### src/rtl/uart_rx_pkg.sv
`default_nettype none
// ============================================================================
// Module   : uart_rx_pkg
// Brief    : Shared constants for the UART Rx read scheduler: FSM encodings,
//            FIFO word error-bit positions and default widths.
// Revision : 1.0
// ============================================================================
package uart_rx_pkg;

  localparam int WORD_W_DEF  = 12;
  localparam int DATA_W_DEF  = 9;

  localparam int PAR_ERR_BIT = 9;
  localparam int FRM_ERR_BIT = 10;
  localparam int BRK_ERR_BIT = 11;

  typedef logic [2:0] state_t;

  localparam state_t ST_IDLE = 3'd0;
  localparam state_t ST_POP  = 3'd1;
  localparam state_t ST_CAPT = 3'd2;
  localparam state_t ST_RESP = 3'd3;
  localparam state_t ST_DONE = 3'd4;
  localparam state_t ST_WAIT = 3'd5;

  // Position of each error flag inside the sticky status vector
  typedef enum logic [1:0] {
    ERR_PAR = 2'd0,
    ERR_FRM = 2'd1,
    ERR_BRK = 2'd2
  } err_idx_e;

endpackage
`default_nettype wire

### src/rtl/uart_rx_read_sched_if.sv
`default_nettype none
// ============================================================================
// Module   : uart_rx_read_sched_if
// Brief    : APB read-side bus bundle between slave decode and Rx scheduler.
// Revision : 1.0
// ============================================================================
interface uart_rx_read_sched_if #(
  parameter int DATA_W = 9
);
  logic              psel;
  logic              penable;
  logic              pwrite;
  logic [DATA_W-1:0] prdata;
  logic              pready;
  logic              pslverr;

  modport master (
    output psel, penable, pwrite,
    input  prdata, pready, pslverr
  );

  modport slave (
    input  psel, penable, pwrite,
    output prdata, pready, pslverr
  );
endinterface
`default_nettype wire

### src/rtl/uart_rx_sat_cnt.sv
`default_nettype none
// ============================================================================
// Module   : uart_rx_sat_cnt
// Brief    : Saturating event counter; a clear and an increment on the same
//            edge yield a count of one.
// Revision : 1.0
// ============================================================================
module uart_rx_sat_cnt #(
  parameter int CNT_W = 8
) (
  input  wire logic             baud_clk,
  input  wire logic             rst,
  input  wire logic             i_inc,
  input  wire logic             i_clr,
  output logic      [CNT_W-1:0] o_cnt
);

  logic [CNT_W-1:0] r_cnt;
  logic [CNT_W-1:0] w_base;

  assign w_base = i_clr ? '0 : r_cnt;

  always_ff @(posedge baud_clk) begin
    if (!rst) begin
      r_cnt <= '0;
    end else if (i_inc && !(&w_base)) begin
      r_cnt <= w_base + 1'b1;
    end else begin
      r_cnt <= w_base;
    end
  end

  assign o_cnt = r_cnt;

endmodule
`default_nettype wire

### src/rtl/uart_rx_read_sched.sv
`default_nettype none
// ============================================================================
// Module   : uart_rx_read_sched
// Brief    : Turns APB reads into single Rx FIFO pops, returns data+parity and
//            tracks sticky/counted line errors. Optional macro RX_WAIT_EN adds
//            a bounded wait for data when the FIFO is empty.
// Revision : 1.0
// ============================================================================
module uart_rx_read_sched
  import uart_rx_pkg::*;
#(
  parameter int WORD_W      = WORD_W_DEF,
  parameter int DATA_W      = DATA_W_DEF,
  parameter int CNT_W       = 8,
  parameter int TIMEOUT_CYC = 16
) (
  input  wire logic              baud_clk,
  input  wire logic              rst,
  uart_rx_read_sched_if.slave    apb,
  input  wire logic [WORD_W-1:0] i_rx_word,
  input  wire logic              i_rx_empty,
  input  wire logic              i_err_clr,
  output logic                   o_rx_pop,
  output logic       [2:0]       o_err_sticky,
  output logic       [CNT_W-1:0] o_par_cnt,
  output logic       [CNT_W-1:0] o_frm_cnt,
  output logic       [CNT_W-1:0] o_brk_cnt
);

  state_t            r_state;
  state_t            w_state_nxt;
  logic [DATA_W-1:0] r_prdata;
  logic              r_pslverr;
  logic [2:0]        r_sticky;
  logic              w_req;
  logic              w_capt;
  logic              w_empty_err;
  logic [2:0]        w_err_bits;

  assign w_req      = apb.psel & apb.penable & ~apb.pwrite;
  assign w_capt     = (r_state == ST_CAPT);
  assign w_err_bits = i_rx_word[BRK_ERR_BIT:PAR_ERR_BIT];

`ifdef RX_WAIT_EN
  localparam int TW = (TIMEOUT_CYC > 1) ? $clog2(TIMEOUT_CYC) : 1;
  logic [TW-1:0] r_wait_cnt;
  logic          w_timeout;

  assign w_timeout   = (r_wait_cnt == TW'(TIMEOUT_CYC - 1));
  assign w_empty_err = (r_state == ST_WAIT) && w_req && i_rx_empty && w_timeout;

  always_ff @(posedge baud_clk) begin
    if (!rst || r_state != ST_WAIT) begin
      r_wait_cnt <= '0;
    end else begin
      r_wait_cnt <= r_wait_cnt + 1'b1;
    end
  end
`else
  assign w_empty_err = (r_state == ST_IDLE) && w_req && i_rx_empty;
`endif

  always_comb begin
    w_state_nxt = r_state;
    case (r_state)
      ST_IDLE: begin
        if (w_req && !i_rx_empty) begin
          w_state_nxt = ST_POP;
        end else if (w_req) begin
`ifdef RX_WAIT_EN
          w_state_nxt = ST_WAIT;
`else
          w_state_nxt = ST_RESP;
`endif
        end
      end
`ifdef RX_WAIT_EN
      // Abandonment takes priority so a withdrawn read never pops
      ST_WAIT: begin
        if (!w_req)          w_state_nxt = ST_IDLE;
        else if (!i_rx_empty) w_state_nxt = ST_POP;
        else if (w_timeout)  w_state_nxt = ST_RESP;
      end
`endif
      ST_POP:  w_state_nxt = ST_CAPT;
      ST_CAPT: w_state_nxt = ST_RESP;
      ST_RESP: w_state_nxt = ST_DONE;
      ST_DONE: if (!(apb.psel && apb.penable)) w_state_nxt = ST_IDLE;
      default: w_state_nxt = ST_IDLE;
    endcase
  end

  always_ff @(posedge baud_clk) begin
    if (!rst) begin
      r_state   <= ST_IDLE;
      r_prdata  <= '0;
      r_pslverr <= 1'b0;
      r_sticky  <= '0;
    end else begin
      r_state  <= w_state_nxt;
      // Clear first, then merge fresh capture bits so they survive a coincident clear
      r_sticky <= (i_err_clr ? 3'b000 : r_sticky) | (w_capt ? w_err_bits : 3'b000);
      if (w_capt) begin
        r_prdata  <= i_rx_word[DATA_W-1:0];
        r_pslverr <= |w_err_bits;
      end else if (w_empty_err) begin
        r_prdata  <= '0;
        r_pslverr <= 1'b1;
      end
    end
  end

  uart_rx_sat_cnt #(.CNT_W(CNT_W)) u_par_cnt (
    .baud_clk (baud_clk),
    .rst      (rst),
    .i_inc    (w_capt & w_err_bits[ERR_PAR]),
    .i_clr    (i_err_clr),
    .o_cnt    (o_par_cnt)
  );

  uart_rx_sat_cnt #(.CNT_W(CNT_W)) u_frm_cnt (
    .baud_clk (baud_clk),
    .rst      (rst),
    .i_inc    (w_capt & w_err_bits[ERR_FRM]),
    .i_clr    (i_err_clr),
    .o_cnt    (o_frm_cnt)
  );

  uart_rx_sat_cnt #(.CNT_W(CNT_W)) u_brk_cnt (
    .baud_clk (baud_clk),
    .rst      (rst),
    .i_inc    (w_capt & w_err_bits[ERR_BRK]),
    .i_clr    (i_err_clr),
    .o_cnt    (o_brk_cnt)
  );

  assign o_rx_pop     = (r_state == ST_POP);
  assign apb.pready   = (r_state == ST_RESP);
  assign apb.pslverr  = r_pslverr & (r_state == ST_RESP);
  assign apb.prdata   = r_prdata;
  assign o_err_sticky = r_sticky;

endmodule
`default_nettype wire

### src/flat_wrapper.sv
// flat-port wrapper written by rule: the top's interface ports become plain ports
module uart_rx_read_sched_flat import uart_rx_pkg::*;
#(
  parameter int WORD_W      = WORD_W_DEF,
  parameter int DATA_W      = DATA_W_DEF,
  parameter int CNT_W       = 8,
  parameter int TIMEOUT_CYC = 16
)
  (baud_clk, rst, i_rx_word, i_rx_empty, i_err_clr, o_rx_pop, o_err_sticky, o_par_cnt, o_frm_cnt, o_brk_cnt, apb_psel, apb_penable, apb_pwrite, apb_prdata, apb_pready, apb_pslverr);
  uart_rx_read_sched_if #(.DATA_W(DATA_W)) apb_i ();
  input  wire logic baud_clk;
  input  wire logic rst;
  input  wire logic [WORD_W-1:0] i_rx_word;
  input  wire logic i_rx_empty;
  input  wire logic i_err_clr;
  output logic o_rx_pop;
  output logic       [2:0] o_err_sticky;
  output logic       [CNT_W-1:0] o_par_cnt;
  output logic       [CNT_W-1:0] o_frm_cnt;
  output logic       [CNT_W-1:0] o_brk_cnt;
  input wire logic [$bits(apb_i.psel)-1:0] apb_psel;
  input wire logic [$bits(apb_i.penable)-1:0] apb_penable;
  input wire logic [$bits(apb_i.pwrite)-1:0] apb_pwrite;
  output wire logic [$bits(apb_i.prdata)-1:0] apb_prdata;
  output wire logic [$bits(apb_i.pready)-1:0] apb_pready;
  output wire logic [$bits(apb_i.pslverr)-1:0] apb_pslverr;
  assign apb_i.psel = apb_psel;
  assign apb_i.penable = apb_penable;
  assign apb_i.pwrite = apb_pwrite;
  assign apb_prdata = apb_i.prdata;
  assign apb_pready = apb_i.pready;
  assign apb_pslverr = apb_i.pslverr;
  uart_rx_read_sched #(.WORD_W(WORD_W), .DATA_W(DATA_W), .CNT_W(CNT_W), .TIMEOUT_CYC(TIMEOUT_CYC)) u_core (.baud_clk(baud_clk), .rst(rst), .apb(apb_i), .i_rx_word(i_rx_word), .i_rx_empty(i_rx_empty), .i_err_clr(i_err_clr), .o_rx_pop(o_rx_pop), .o_err_sticky(o_err_sticky), .o_par_cnt(o_par_cnt), .o_frm_cnt(o_frm_cnt), .o_brk_cnt(o_brk_cnt));
endmodule
### config.mk
export PLATFORM = sky130hd
export DESIGN_NAME = uart_rx_read_sched_flat
export DESIGN_NICKNAME = d
export VERILOG_FILES = /design/src/rtl/uart_rx_pkg.sv /design/src/rtl/uart_rx_read_sched_if.sv /design/src/rtl/uart_rx_sat_cnt.sv /design/src/rtl/uart_rx_read_sched.sv /design/src/flat_wrapper.sv
export SDC_FILE = /design/constraint.sdc
export NUM_CORES = 1
export LEC_CHECK = 0
export BUFFER_PORTS_ARGS = -buffer_cell sky130_fd_sc_hd__buf_2
export CAP_MARGIN = 20
export CELL_PAD_IN_SITES_DETAIL_PLACEMENT = 1
export CELL_PAD_IN_SITES_GLOBAL_PLACEMENT = 1
export CORE_MARGIN = 4
export CORE_UTILIZATION = 34
export CTS_CLUSTER_SIZE = 20
export DETAILED_ROUTE_END_ITERATION = 6
export GPL_ROUTABILITY_DRIVEN = 0
export PLACE_DENSITY = 0.72
export SLEW_MARGIN = 20
export SYNTH_ARGS = -nofsm -noshare
export SYNTH_HDL_FRONTEND = slang
export SYNTH_SLANG_ARGS = --single-unit
### constraint.sdc
create_clock -name baud_clk -period 1.9 [get_ports baud_clk]
set_input_delay 0.19 -clock baud_clk [delete_from_list [all_inputs] [get_ports baud_clk]]
set_output_delay 0.19 -clock baud_clk [all_outputs]
set_load 0.02 [all_outputs]
==> results.ini <==
[clock_network]
htree_levels = 2
root_buffer = clkbuf_8
cts_resized = 0
clock_latency_ns = 0.28
cts_made_buffers = 5
clkSinkCount = 40
cts_hold_buf = 0
clk_path_buf_depth = 2
clk_pin_slew_ns = 0.08
cts_tree = built
cts_setup_buffers = 0

[timing]
setup_ws_ns = 0.162
slew_headroom_pct = 63.9
setup_viol = 0
fin_skew_ns = 0.00747
fin_crit_ns = 1.74
max_freq_mhz = 575
hold_viol = 0
tightest_slew_ns = 0.541
period_share_pct = 91.5
drv_slew = 0
grt_setup_unrepaired = no

[setup_path]
path_class = reg -> reg
end_kind = flip-flop
slowest_stage = dfxtp_1
crit_path_start_kind = flip-flop
cp.required_ns = 2.08
cpPeakStageDelay_ns = 0.38
worst_ep_arrival_time_ns = 1.92
crit_fanout = 4
crit_path_cell_trace = nor2b_2, ha_1, nand4_1, o21ai_4, mux2i_1, nor2_1

[floorplanning]
die_h_um = 84.8
initial_core_util_pct = 35.8
dieWidth_um = 84.8
io_pins = 58
die-area_mm2 = 0.00719
core_mm2 = 0.00561
std_cell_rows = 27

[pwr]
leakagePower_nw = 1.15
ir_drop_mv = 0.308
p_per_area_mw_per_mm2 = 705

[routing]
drt_wl_total_um = 5360
post_drt_via_cell_ratio = 5.32
ant_nets = 0
drt_iter0_drc = 64
drt_pre_antenna_iters = 4
drc = 0
wl_per_cell_um = 15.5
vias = 1839

[yosys]
yosys.area_share.adder_pct = 1.87
synth_top_area_share_pct = 39.9
synth.cell_area_mm2 = 0.00201
synth_compound_area_share_pct = 18.0
async_flop_share_pct = 0
ys_ff_latch = 40
netlist_instances = 214
synthSimpleGateAreaFrac_pct = 30.4
synth_cell_types = 50
syn_avg_cell_area_um2 = 9.37
synth_edf_count = 0
ys_seq_area_share_pct = 39.9
synth_largest_area_cell = dfxtp_1
synth_top_family_by_area = simple AND/OR/NAND/NOR gates
ys_top_cells_by_area = dfxtp_1 (40%), a22o_1 (3.9%), nor2_1 (3.7%)
synth_nets = 236
muxShareOfSynthArea_pct = 0.998
yosysWarnings = 0
synth_xor_area_share_pct = 4.37
synth-main-ff-cell = dfxtp_1

[grt]
grt_max_degree = 18
overflow = 0
grt_usage_pct = 15.4
grt_antenna_before_repair = 0
grt_pass1_vias = 1868
grt_pass1_wl_um = 9140

[layout]
drive_gt1_share_pct = 29.2
seq_area_um2 = 801
layout_common_cells = buf_2 (57), dfxtp_1 (40), nor2_1 (20)
syn_to_final_growth_pct = 23.3
antennaDiodeCount = 0
multi_input_area_mm2 = 0.00112
final_common_cell = buf_2
utilization_pct = 44.1
num-nets-final = 295
fillers = 702

[placement]
io_buffers = 57
hpwl_um = 4030
dp_slack_ns = -0.0124

[run_status]
status = finished clean

[worst_hold_path]
hold_class = in -> reg

[run]
timing.max_cap.violations = 0

==> synthesized netlist by cell type, types with 2 or more instances <==
master     instances
mux2i_1            2
ha_1               3
nor3_1             4
nand2_1           19
o2111ai_1          2
nand4b_1           2
and3_1             6
a21o_1             4
nand3_1            7
and2b_1            7
a31oi_1            3
a22o_1             9
dfxtp_1           40
o211ai_1           2
and3b_1            2
o21ai_0            3
nor2_1            20
buf_2              2
nand4_1            5
clkbuf_1           4
a311oi_1           2
buf_6              3
or3_1              2
a21oi_1            9
a211oi_1           5
and4_1             2
nor2b_1            4
xnor2_1            6
inv_1              7
nand2b_1           2
xor2_1             4
and4b_1            4
==> power by group <==
group / total [mW] / internal (mW) / switching [mW]
Combinational: 0.179 / 0.0731 / 0.106
Clock: 0.682 / 0.390 / 0.292
Sequential: 0.881 / 0.860 / 0.0209
==> metrics by stage <==
step | setup TNS, ns | instance area [µm²] | cells | hold WS (ns) | power [mW]
after floorplan | 0 | 2010 | 214 | 0.316 | 1.02
after global placement | 0 | 2360 | 338 | 0.400 | 1.08
after detailed placement | -0.0124 | 2360 | 338 | 0.405 | 1.08
after CTS | 0 | 2460 | 346 | 0.102 | 1.78
after global routing | 0 | 2470 | 346 | 0.0951 | 1.83
final | 0 | 2470 | 346 | 0.111 | 1.74
==> layer usage <==
metal  GRT usage [%]  vias up  share of wire [%]
met4            4.32        0               0.73
met5               0        -                  0
met1            19.3      890                 45
li1                -      900                  -
met3            3.24        2                4.0
met2            26.5       47                 50
==> path summary, 6_finish.rpt <==
path         slack (ns)                                   end  depth (start not counted)                                 start
max                0.16  u_core.u_frm_cnt.o_cnt[1]$_SDFF_PN0_                          6  u_core.u_frm_cnt.o_cnt[0]$_SDFF_PN0_
min                0.11     u_core.apb.prdata[3]$_SDFFE_PN0P_                          2                          i_rx_word[3]
min reg2reg        0.48     u_core.apb.prdata[3]$_SDFFE_PN0P_                          1     u_core.apb.prdata[3]$_SDFFE_PN0P_
max reg2reg        0.16  u_core.u_frm_cnt.o_cnt[1]$_SDFF_PN0_                          6  u_core.u_frm_cnt.o_cnt[0]$_SDFF_PN0_
==> kinds of logic (layout without fill, tap and decap cells) <==
| group | after synthesis | in the layout |
|---|---|---|
| AND/OR/NAND/NOR | 96 | 96 |
| AO/OA/AOI/OAI | 46 | 46 |
| flip-flops | 40 | 40 |
| buffers and inverters | 17 | 77 |
| XOR/XNOR | 10 | 10 |
| adder cells (fa/ha/maj) | 3 | 3 |
| multiplexers | 2 | 2 |
==> worst max-delay path, delay by kind of cell (launching register included) <==
| kind | cells | cell delay (ns) |
|---|---|---|
| flip-flops | 1 | 0.38 |
| AO/OA/AOI/OAI | 1 | 0.26 |
| multiplexers | 1 | 0.22 |
| adder cells (fa/ha/maj) | 1 | 0.24 |
| AND/OR/NAND/NOR | 3 | 0.53 |
==> layout make-up <==
type / count / share of cell area [%]
clock buffers: 6 / 2.94
repair buffers: 62 / 13.1
well taps: 72 / 3.64
clock inverters: 2 / 1.42
multi-input cells: 157 / 45.5
inverters: 7 / 1.06
flip-flops and latches: 40 / 32.4
==> state kept, by name, summed over array words and instances (netlist names) <==
signal	flops
u_core.apb.prdata	9
u_core.r_state	3
u_core.r_pslverr	1
u_core.u_frm_cnt.o_cnt	8
u_core.o_err_sticky	3
u_core.u_par_cnt.o_cnt	8
u_core.u_brk_cnt.o_cnt	8
(Power assumes the default switching activity.)
